### src/rtl/mac_accumulator_if.sv
`default_nettype none
// =============================================================================
// mac_accumulator_if : operand-beat and run-result handshake bundle
// Rev 1.0
// =============================================================================
interface mac_accumulator_if #(
  parameter int PROD_W = 16,
  parameter int ACC_W  = 24
);
  logic              in_valid;
  logic              in_last;
  logic              in_ready;
  logic [PROD_W-1:0] product;
  logic [ACC_W-1:0]  out_data;
  logic              out_ovf;
  logic              out_valid;
  logic              out_ready;
  logic              busy;

  modport master (
    output in_valid, in_last, product, out_ready,
    input  in_ready, out_data, out_ovf, out_valid, busy
  );

  modport slave (
    input  in_valid, in_last, product, out_ready,
    output in_ready, out_data, out_ovf, out_valid, busy
  );
endinterface
`default_nettype wire

### src/rtl/mac_accumulator.sv
`default_nettype none
// =============================================================================
// mac_accumulator : aligns multiplier products to issued beats, sums each
//                   dot-product run and queues run results.   Rev 1.0
// =============================================================================
module mac_accumulator #(
  parameter int PROD_W    = 16,
  parameter int ACC_W     = 24,
  parameter int MULT_LAT  = 5,
  parameter int RES_DEPTH = 2
) (
  input  logic             clk,
  input  logic             rst_n,
  mac_accumulator_if.slave bus
);
  localparam int c_PTR_W = $clog2(RES_DEPTH);
  localparam int c_CNT_W = $clog2(RES_DEPTH + 1);
  localparam int c_LST_W = $clog2(MULT_LAT + 1);
  localparam int c_OCC_W = $clog2(RES_DEPTH + MULT_LAT + 1);

  logic [MULT_LAT-1:0] r_vld;
  logic [MULT_LAT-1:0] r_lst;
  logic [ACC_W-1:0]    r_acc;
  logic                r_first;
  logic                r_run_ovf;
  logic [ACC_W-1:0]    r_mem_data [RES_DEPTH];
  logic                r_mem_ovf  [RES_DEPTH];
  logic [c_PTR_W-1:0]  r_wr_ptr;
  logic [c_PTR_W-1:0]  r_rd_ptr;
  logic [c_CNT_W-1:0]  r_count;

  logic                w_in_ready;
  logic                w_accept;
  logic                w_tail_vld;
  logic                w_tail_lst;
  logic                w_push;
  logic                w_pop;
  logic                w_out_valid;
  logic                w_sat;
  logic                w_ovf;
  logic [c_LST_W-1:0]  w_inflight_last;
  logic [c_OCC_W-1:0]  w_occupancy;
  logic [ACC_W-1:0]    w_base;
  logic [ACC_W:0]      w_sum_ext;
  logic [ACC_W-1:0]    w_sum;

  // Every last beat already issued owns a buffer slot, so a push can never find the buffer full.
  always_comb begin
    w_inflight_last = '0;
    for (int i = 0; i < MULT_LAT; i++) begin
      w_inflight_last = w_inflight_last + c_LST_W'(r_lst[i]);
    end
  end

  assign w_occupancy = c_OCC_W'(r_count) + c_OCC_W'(w_inflight_last);
  assign w_in_ready  = w_occupancy < c_OCC_W'(RES_DEPTH);
  assign w_accept    = bus.in_valid & w_in_ready;

  always_ff @(posedge clk or negedge rst_n) begin
    if (!rst_n) begin
      r_vld <= '0;
      r_lst <= '0;
    end else begin
      r_vld <= {r_vld[MULT_LAT-2:0], w_accept};
      r_lst <= {r_lst[MULT_LAT-2:0], w_accept & bus.in_last};
    end
  end

  assign w_tail_vld = r_vld[MULT_LAT-1];
  assign w_tail_lst = r_lst[MULT_LAT-1];

  assign w_base    = r_first ? '0 : r_acc;
  assign w_sum_ext = {1'b0, w_base} + {{(ACC_W + 1 - PROD_W){1'b0}}, bus.product};
  assign w_sat     = w_sum_ext[ACC_W];
  assign w_sum     = w_sat ? '1 : w_sum_ext[ACC_W-1:0];
  assign w_ovf     = w_sat | (~r_first & r_run_ovf);

  always_ff @(posedge clk or negedge rst_n) begin
    if (!rst_n) begin
      r_acc     <= '0;
      r_first   <= 1'b1;
      r_run_ovf <= 1'b0;
    end else if (w_tail_vld) begin
      if (w_tail_lst) begin
        r_acc     <= '0;
        r_first   <= 1'b1;
        r_run_ovf <= 1'b0;
      end else begin
        r_acc     <= w_sum;
        r_first   <= 1'b0;
        r_run_ovf <= w_ovf;
      end
    end
  end

  assign w_push      = w_tail_vld & w_tail_lst;
  assign w_out_valid = (r_count != '0);
  assign w_pop       = w_out_valid & bus.out_ready;

  always_ff @(posedge clk or negedge rst_n) begin
    if (!rst_n) begin
      r_wr_ptr <= '0;
      r_rd_ptr <= '0;
      r_count  <= '0;
    end else begin
      if (w_push) r_wr_ptr <= r_wr_ptr + c_PTR_W'(1);
      if (w_pop)  r_rd_ptr <= r_rd_ptr + c_PTR_W'(1);
      case ({w_push, w_pop})
        2'b10:   r_count <= r_count + c_CNT_W'(1);
        2'b01:   r_count <= r_count - c_CNT_W'(1);
        default: r_count <= r_count;
      endcase
    end
  end

  // Entry contents need no reset: they are masked whenever the buffer is empty.
  always_ff @(posedge clk) begin
    if (w_push) begin
      r_mem_data[r_wr_ptr] <= w_sum;
      r_mem_ovf[r_wr_ptr]  <= w_ovf;
    end
  end

  assign bus.in_ready  = w_in_ready;
  assign bus.out_valid = w_out_valid;
  assign bus.out_data  = w_out_valid ? r_mem_data[r_rd_ptr] : '0;
  assign bus.out_ovf   = w_out_valid & r_mem_ovf[r_rd_ptr];
  assign bus.busy      = (|r_vld) | ~r_first | w_out_valid;
endmodule
`default_nettype wire

### src/flat_wrapper.sv
// flat-port wrapper written by rule: the top's interface ports become plain ports
module mac_accumulator_flat 
#(
  parameter int PROD_W    = 16,
  parameter int ACC_W     = 24,
  parameter int MULT_LAT  = 5,
  parameter int RES_DEPTH = 2
)
  (clk, rst_n, bus_in_valid, bus_in_last, bus_product, bus_out_ready, bus_in_ready, bus_out_data, bus_out_ovf, bus_out_valid, bus_busy);
  mac_accumulator_if #(.PROD_W(PROD_W), .ACC_W(ACC_W)) bus_i ();
  input  logic clk;
  input  logic rst_n;
  input wire logic [$bits(bus_i.in_valid)-1:0] bus_in_valid;
  input wire logic [$bits(bus_i.in_last)-1:0] bus_in_last;
  input wire logic [$bits(bus_i.product)-1:0] bus_product;
  input wire logic [$bits(bus_i.out_ready)-1:0] bus_out_ready;
  output wire logic [$bits(bus_i.in_ready)-1:0] bus_in_ready;
  output wire logic [$bits(bus_i.out_data)-1:0] bus_out_data;
  output wire logic [$bits(bus_i.out_ovf)-1:0] bus_out_ovf;
  output wire logic [$bits(bus_i.out_valid)-1:0] bus_out_valid;
  output wire logic [$bits(bus_i.busy)-1:0] bus_busy;
  assign bus_i.in_valid = bus_in_valid;
  assign bus_i.in_last = bus_in_last;
  assign bus_i.product = bus_product;
  assign bus_i.out_ready = bus_out_ready;
  assign bus_in_ready = bus_i.in_ready;
  assign bus_out_data = bus_i.out_data;
  assign bus_out_ovf = bus_i.out_ovf;
  assign bus_out_valid = bus_i.out_valid;
  assign bus_busy = bus_i.busy;
  mac_accumulator #(.PROD_W(PROD_W), .ACC_W(ACC_W), .MULT_LAT(MULT_LAT), .RES_DEPTH(RES_DEPTH)) u_core (.clk(clk), .rst_n(rst_n), .bus(bus_i));
endmodule
### config.mk
export PLATFORM = sky130hd
export DESIGN_NAME = mac_accumulator_flat
export DESIGN_NICKNAME = d
export VERILOG_FILES = /design/src/rtl/mac_accumulator_if.sv /design/src/rtl/mac_accumulator.sv /design/src/flat_wrapper.sv
export SDC_FILE = /design/constraint.sdc
export NUM_CORES = 1
export LEC_CHECK = 0
export ABC_AREA = 1
export CORE_ASPECT_RATIO = 1.1
export CORE_UTILIZATION = 29
export CTS_CLUSTER_SIZE = 28
export DETAILED_ROUTE_END_ITERATION = 16
export SYNTH_ARGS = -nofsm -noshare
export SYNTH_HDL_FRONTEND = slang
export SYNTH_SLANG_ARGS = --single-unit
export TNS_END_PERCENT = 30
### constraint.sdc
create_clock -name clk -period 7.1 [get_ports clk]
set_input_delay 1.42 -clock clk [delete_from_list [all_inputs] [get_ports clk]]
set_output_delay 1.42 -clock clk [all_outputs]
set_load 0.03 [all_outputs]
==> load_flow_metrics.sql, run 1 <==
INSERT INTO impl_metrics (metric_group, metric, value, unit) VALUES
('logic_synthesis', 'synth.distinct_cells', '39', ''),
('logic_synthesis', 'syn-cell-area', '5268', 'um^2'),
('sta', 'rsz0062_at_grt', 'no', ''),
('detailed_routing', 'detail_route.wl_per_cell', '13.20', 'um'),
('sta', 'setup_tns', '0', 'ps'),
('logic_synthesis', 'ys_ff_latch', '90', ''),
('power_and_ir_drop', 'pwr-share-seq', '27.6', '%'),
('critical_path', 'critical_path_cell_count', '10', ''),
('floorplanning', 'placeableCoreArea', '17740', 'um^2'),
('critical_path', 'critPathLaunchType', 'flip-flop', ''),
('global_routing', 'global_route.usage.total', '14.79', '%'),
('cts', 'path_clk_slew', '60', 'ps'),
('global_routing', 'first_pass_grt_wire_length', '20750', 'um'),
('power_and_ir_drop', 'switchingPower', '1.404', 'mW'),
('sta', 'slew_viol_final', '0', ''),
('critical_path', 'r2r_setup_slack', '3940', 'ps'),
('cells_and_area', 'multiInputGateArea', '2295', 'um^2'),
('cts', 'clock_latency_of_the_later_clocked_register_in_the_worst_skew_pair', '350', 'ps'),
('cts', 'tritoncts', 'yes', ''),
('floorplanning', 'dieHeight', '143.4', 'um'),
('sta', 'finalCriticalPeriod', '4820', 'ps'),
('cts', 'cts.hold.buffers_added', '0', ''),
('critical_path', 'ordered_cell_list_for_the_critical_path', 'ha_1 > inv_1 > fa_1 > inv_1 > ha_1 > a21o_1 > fa_1 > a21o_1 > nor2_1 > clkdlybuf4s50_1', ''),
('sta', 'fmax', '0.2075', 'GHz'),
('global_routing', 'grt_overflow_total', '0', ''),
('floorplanning', 'fp-row-count', '51', ''),
('sta', 'maxSlewHeadroom', '36.23', '%'),
('sta', 'worst_slew_pin_slew', '956.6', 'ps'),
('detailed_routing', 'dr.first_iter.drc_count', '213', ''),
('power_and_ir_drop', 'pwr-share-clk', '16.9', '%'),
('cells_and_area', 'drive_gt1_share', '8.911', '%'),
('floorplanning', 'ios', '49', ''),
('hold_path', 'hold_crit_path_type', 'reg -> reg', ''),
('detailed_routing', 'drt_wl_total', '12470', 'um'),
('cells_and_area', 'fillerInstances', '1872', ''),
('cts', 'post_cts.resized_instances', '0', ''),
('power_and_ir_drop', 'cell_internal_pwr', '1.637', 'mW'),
('sta', 'timing.final.crit_share', '67.88', '%'),
('sta', 'timing_hold_violations_final', '0', ''),
('cts', 'cts_buffers', '9', ''),
('global_routing', 'grt_pass1_vias', '4091', ''),
('logic_synthesis', 'net_count_synth', '697', ''),
('critical_path', 'worst_path_dominant_cell_family', 'adder cells', ''),
('run', 'drv.max_cap_violation_count', '0', ''),
('run_status', 'status', 'finished clean', ''),
('critical_path', 'worstPathBufferInverterCount', '3', ''),
('logic_synthesis', 'synth_area_leaders', 'edfxtp_1 (29%), dfrtp_1 (19%), nand2_1 (15%)', ''),
('power_and_ir_drop', 'static-leakage-power', '3.009', 'nW'),
('critical_path', 'crit_path_max_incr_delay', '680', 'ps'),
('critical_path', 'arrival', '3400', 'ps'),
('logic_synthesis', 'yosys.area.top_type', 'edfxtp_1', ''),
('detailed_routing', 'dr_total_vias', '4182', ''),
('critical_path', 'timing.critical_path.slowest_stage_cell', 'clkdlybuf4s50_1', ''),
('detailed_routing', 'route.detailed.vias_per_inst', '4.425', ''),
('floorplanning', 'initial_utilization', '29.69', '%'),
('critical_path', 'reg2regPathDepth', '13', ''),
('logic_synthesis', 'synth.yosys.seq_area_share', '47.53', '%'),
('cells_and_area', 'antennaDiodeCount', '0', ''),
('cts', 'cts.repair_timing.setup_buffer_count', '0', ''),
('cts', 'clkSinkCount', '90', ''),
('power_and_ir_drop', 'worst_ir_drop_vdd', '0.0004617', 'V'),
('global_routing', 'grt_antenna_before_repair', '0', ''),
('critical_path', 'crit_required', '5680', 'ps'),
('critical_path', 'timing_worst_setup_path_type', 'reg -> out', ''),
('detailed_routing', 'route.detailed.drc', '0', ''),
('critical_path', 'critPathCaptureType', 'output port', ''),
('power_and_ir_drop', 'power.share.switching', '46.15', '%'),
('logic_synthesis', 'synthDominantCellAreaShare', '28.50', '%'),
('placement', 'detailedPlacementHpwl', '9048', 'um'),
('power_and_ir_drop', 'combPwrFrac', '55.6', '%'),
('cells_and_area', 'area.growth.synth_to_final', '20.05', '%');
## power by group through the flow
stage | logic, mW | clock network [mW] | registers (mW)
global route | 1.90 | 0.546 | 0.856
detailed placement | 1.69 | 0 | 0.851
finish | 1.69 | 0.512 | 0.839
CTS | 1.70 | 0.528 | 0.841
floorplan | 1.21 | 0 | 0.803
global placement | 1.66 | 0 | 0.847
## worst paths after layout
| path | startpoint | end |
|---|---|---|
| setup / recovery | u_core.r_lst[1]$_DFF_PN0_ | bus_in_ready |
| hold / removal | u_core.r_vld[2]$_DFF_PN0_ | u_core.r_vld[3]$_DFF_PN0_ |
| setup reg to reg | u_core.r_first$_DFFE_PN1P_ | u_core.r_acc[2]$_DFFE_PN0P_ |
| hold reg to reg | u_core.r_vld[2]$_DFF_PN0_ | u_core.r_vld[3]$_DFF_PN0_ |
| max in group asynchronous | rst_n | u_core.r_acc[10]$_DFFE_PN0P_ |
| min in group asynchronous | rst_n | u_core.r_count[1]$_DFFE_PN0P_ |
## layout make-up
class,count,share of cell area [%]
clock buffer,10,3.621
clock inverter,6,1.444
inverter,105,6.233
multi-input combinational,443,36.29
sequential,90,39.59
tap,238,4.709
timing repair buffer,53,8.112
## synth_stat cells
master and number:
nand2_1 206, inv_1 100, nor2_1 57, edfxtp_1 50
dfrtp_1 39, nand3_1 37, a21oi_1 34, ha_1 20
o21ai_0 18, clkbuf_1 10, nand3_2 8, nand2_2 7
nand2_4 7, o21ai_1 7, xor2_1 7, nand4_1 6
inv_2 5, or2_2 4, fa_1 3, xnor2_1 3
a21o_1 2, a21oi_2 2, buf_2 2, nor2_2 2
nor4_1 2, o21bai_1 2, a21oi_4 1, and2_1 1
and3_1 1, buf_1 1, buf_12 1, buf_6 1
dfstp_2 1, nor3_1 1, nor3_2 1, nor3_4 1
nor3b_1 1, o211ai_1 1, o21ai_2 1
## layer usage
layer	GRT usage, %	wire length, um	up-vias
met2	24.14	5645	74
li1	-	-	2167
met5	0	0	-
met1	19.47	6020	1927
met3	2.978	581	14
met4	4.840	225	0
## cell families (layout without fill, tap and decap cells)
| family | after synthesis | after routing | synth area share (%) |
|---|---|---|---|
| AO/OA/AOI/OAI | 68 | 68 | 7.126 |
| XOR/XNOR | 10 | 10 | 1.663 |
| adder cells (fa/ha/maj) | 23 | 23 | 5.891 |
| buffers and inverters | 120 | 174 | 9.050 |
| flip-flops | 90 | 90 | 47.53 |
| AND/OR/NAND/NOR | 342 | 342 | 28.74 |
## stage by stage
| stage | instances | setup slack [ps] | power [mW] | instance area [um^2] | utilization, % |
|---|---|---|---|---|---|
| 5_1_grt | 945 | 2137 | 3.307 | 6324 | 35.65 |
| 3_5_place_dp | 929 | 2665 | 2.541 | 6003 | 33.84 |
| 4_1_cts | 945 | 2254 | 3.067 | 6324 | 35.65 |
| 2_1_floorplan | 653 | 3091 | 2.013 | 5268 | - |
| 3_3_place_gp | 929 | 2680 | 2.510 | 6003 | 33.84 |
| 6_report | 945 | 2280 | 3.041 | 6324 | 35.65 |
## state kept, by name, summed over array words and instances, names as in the netlist
name / count
u_core.r_acc: 24
u_core.r_count: 2
u_core.r_first: 1
u_core.r_lst: 5
u_core.r_mem_data: 48
u_core.r_mem_ovf: 2
u_core.r_rd_ptr: 1
u_core.r_run_ovf: 1
u_core.r_vld: 5
u_core.r_wr_ptr: 1
Note: power is estimated with default switching activity, not from simulation.
==> inputs of run 2 (changes only) <==
==> constraint.sdc (replaced) <==
create_clock -name clk -period 4.1 [get_ports clk]
set_input_delay 0.82 -clock clk [delete_from_list [all_inputs] [get_ports clk]]
set_output_delay 0.82 -clock clk [all_outputs]
set_load 0.03 [all_outputs]
==> load_flow_metrics.sql, run 2 (synthesized netlist as in run 1, its figures left out) <==
INSERT INTO impl_metrics (metric_group, metric, value, unit) VALUES
('power_and_ir_drop', 'static-leakage-power', '3.030', 'nW'),
('global_routing', 'first_pass_grt_wire_length', '20720', 'um'),
('floorplanning', 'dieWidth', '130.5', 'um'),
('detailed_routing', 'drt_wl_total', '12530', 'um'),
('sta', 'fmax', '0.2539', 'GHz'),
('run_status', 'status', 'finished clean', ''),
('cts', 'tritoncts', 'yes', ''),
('critical_path', 'maximum_net_fanout_on_the_critical_path', '2', ''),
('cts', 'path_clk_slew', '70', 'ps'),
('global_routing', 'global_route.usage.total', '14.75', '%'),
('detailed_routing', 'route.detailed.vias_per_inst', '4.373', ''),
('cts', 'cts-htree-levels', '3', ''),
('sta', 'slew_viol_final', '0', ''),
('power_and_ir_drop', 'pwr-share-seq', '27.2', '%'),
('cells_and_area', 'area.growth.synth_to_final', '20.64', '%'),
('cells_and_area', 'largest_reg_flops', '48', ''),
('power_and_ir_drop', 'combPwrFrac', '55.5', '%'),
('cts', 'cts_buffers', '9', ''),
('cts', 'clkSinkCount', '90', ''),
('placement', 'detailedPlacementHpwl', '9310', 'um'),
('critical_path', 'crit_required', '3280', 'ps'),
('sta', 'setup_viol', '0', ''),
('sta', 'maxSlewHeadroom', '37.76', '%'),
('cells_and_area', 'final_common_cell', 'nand2_1', ''),
('critical_path', 'critPathCaptureType', 'output port', ''),
('floorplanning', 'dieHeight', '143.4', 'um'),
('sta', 'setup_tns', '0', 'ps'),
('critical_path', 'critPathLaunchType', 'flip-flop', ''),
('detailed_routing', 'dr_total_vias', '4146', ''),
('power_and_ir_drop', 'pwr-share-clk', '17.3', '%'),
('floorplanning', 'fp-row-count', '51', ''),
('sta', 'finalCriticalPeriod', '3939', 'ps'),
('detailed_routing', 'dr.first_iter.drc_count', '277', ''),
('detailed_routing', 'route.antenna.remaining_nets', '0', ''),
('critical_path', 'timing_worst_setup_path_type', 'reg -> out', ''),
('critical_path', 'crit_path_max_incr_delay', '470', 'ps'),
('hold_path', 'hold_crit_path_type', 'reg -> reg', ''),
('floorplanning', 'ios', '49', ''),
('cells_and_area', 'layout_common_cells', 'nand2_1 (206), inv_1 (100), nor2_1 (54)', ''),
('global_routing', 'pin_count_of_the_biggest_net_entering_global_routing', '41', ''),
('global_routing', 'grt_pass1_vias', '4179', ''),
('power_and_ir_drop', 'worst_ir_drop_vdd', '0.0006825', 'V'),
('power_and_ir_drop', 'power-per-cell-area', '832.3', 'nW/um^2'),
('floorplanning', 'fp.dieArea', '18710', 'um^2'),
('sta', 'timing_hold_violations_final', '0', ''),
('sta', 'timing.final.crit_share', '96.07', '%'),
('cts', 'clockRootBuffer', 'clkbuf_16', ''),
('run', 'drv.max_cap_violation_count', '0', ''),
('cells_and_area', 'top_register', 'u_core.r_mem_data', ''),
('cells_and_area', 'antennaDiodeCount', '0', ''),
('global_routing', 'grt_overflow_total', '0', ''),
('placement', 'place.gp.congestion', '0.9003', ''),
('floorplanning', 'placeableCoreArea', '17740', 'um^2'),
('floorplanning', 'initial_utilization', '29.69', '%'),
('cells_and_area', 'final_core_utilization', '35.82', '%'),
('sta', 'fin_skew', '8.862', 'ps'),
('detailed_routing', 'detail_route.wl_per_cell', '13.22', 'um'),
('detailed_routing', 'route.detailed.drc', '0', ''),
('cts', 'post_cts.resized_instances', '1', ''),
('cells_and_area', 'biggestRegsByFlops', 'u_core.r_mem_data: 48 flops, u_core.r_acc: 24 flops', ''),
('sta', 'worst_slew_pin_slew', '933.7', 'ps'),
('global_routing', 'grt_antenna_before_repair', '0', ''),
('critical_path', 'ordered_cell_list_for_the_critical_path', 'ha_1 > inv_1 > fa_1 > inv_1 > ha_1 > a21o_1 > fa_1 > a21o_1 > nor2_1 > dlygate4sd2_1', ''),
('critical_path', 'arrival', '3120', 'ps'),
('power_and_ir_drop', 'cell_internal_pwr', '2.843', 'mW'),
('power_and_ir_drop', 'switchingPower', '2.446', 'mW'),
('sta', 'rsz0062_at_grt', 'no', ''),
('cts', 'cts.repair_timing.setup_buffer_count', '0', ''),
('cells_and_area', 'drive_gt1_share', '9.437', '%'),
('cts', 'clk_path_buf_depth', '2', ''),
('cells_and_area', 'layout.nets', '749', ''),
('placement', 'placement.io_buffers', '48', ''),
('cts', 'cts.hold.buffers_added', '0', ''),
('power_and_ir_drop', 'power.share.switching', '46.24', '%'),
('detailed_routing', 'drt_pre_antenna_iters', '4', ''),
('critical_path', 'timing.critical_path.slowest_stage_cell', 'fa_1', ''),
('cts', 'clock_latency_of_the_later_clocked_register_in_the_worst_skew_pair', '350', 'ps');
==> run 2: cell count changes in the layout (fill, tap and decap cells not counted), sizes merged <==
| cell | change |
|---|---|
| clkdlybuf4s50 | -1 |
| dlygate4sd2 | +1 |
| buf | +3 |
==> run 2: area by class of cell <==
type / count / area [um^2]
Timing Repair Buffer: 56 / 534.3
Clock inverter: 6 / 101.3
Sequential cell: 90 / 2504
Tap cell: 238 / 297.8
Fill cell: 1901 / 11380
Multi-Input combinational cell: 443 / 2295
Clock buffer: 10 / 229.0
Inverter: 105 / 394.1
==> run 2: layer usage <==
layer / up-vias / track usage (%) / routed length (um)
met4: 0 / 5.021 / 189
met5: - / 0 / 0
met2: 66 / 24.90 / 5876
met1: 1894 / 18.66 / 6048
met3: 13 / 2.978 / 416
li1: 2173 / - / -
==> run 2: power groups by stage <==
stage               Clock (mW)  Sequential, mW  Combinational, mW
finish                   0.915            1.44               2.94
global route             0.968            1.46               3.32
CTS                      0.934            1.44               2.96
detailed placement           0            1.46               2.96
global placement             0            1.45               2.91
floorplan                    0            1.39               2.09
==> run 2: worst paths after layout <==
path	start	to	slack, ps	cells past startpoint
worst max-delay path	u_core.r_lst[0]$_DFF_PN0_	bus_in_ready	160	10
worst min-delay path	u_core.r_vld[2]$_DFF_PN0_	u_core.r_vld[3]$_DFF_PN0_	380	0
worst max register to register	u_core.r_first$_DFFE_PN1P_	u_core.r_acc[2]$_DFFE_PN0P_	1110	13
worst min register to register	u_core.r_vld[2]$_DFF_PN0_	u_core.r_vld[3]$_DFF_PN0_	380	0
max in group asynchronous	rst_n	u_core.r_run_ovf$_DFFE_PN0P_	2910	1
min in group asynchronous	rst_n	u_core.r_vld[1]$_DFF_PN0_	610	1
==> run 2: stage by stage <==
stage / cell area, um^2 / cells / total power, mW / hold slack (ps) / setup slack (ps)
2_1_floorplan: 5268 / 653 / 3.486 / 353.7 / 691.0
3_3_place_gp: 6026 / 932 / 4.365 / 359.4 / 284.0
3_5_place_dp: 6026 / 932 / 4.418 / 365.4 / 261.8
4_1_cts: 6355 / 948 / 5.329 / 377.4 / 132.0
5_1_grt: 6355 / 948 / 5.750 / 398.2 / 9.061
6_report: 6355 / 948 / 5.289 / 377.2 / 161.0
==> run 2: worst max-delay path, delay by kind of cell, from the launching register on <==
family,cells,cell delay [ps]
AND/OR/NAND/NOR,1,100
AO/OA/AOI/OAI,2,350
buffers and inverters,3,500
adder cells (fa/ha/maj),4,1440
flip-flops,1,380
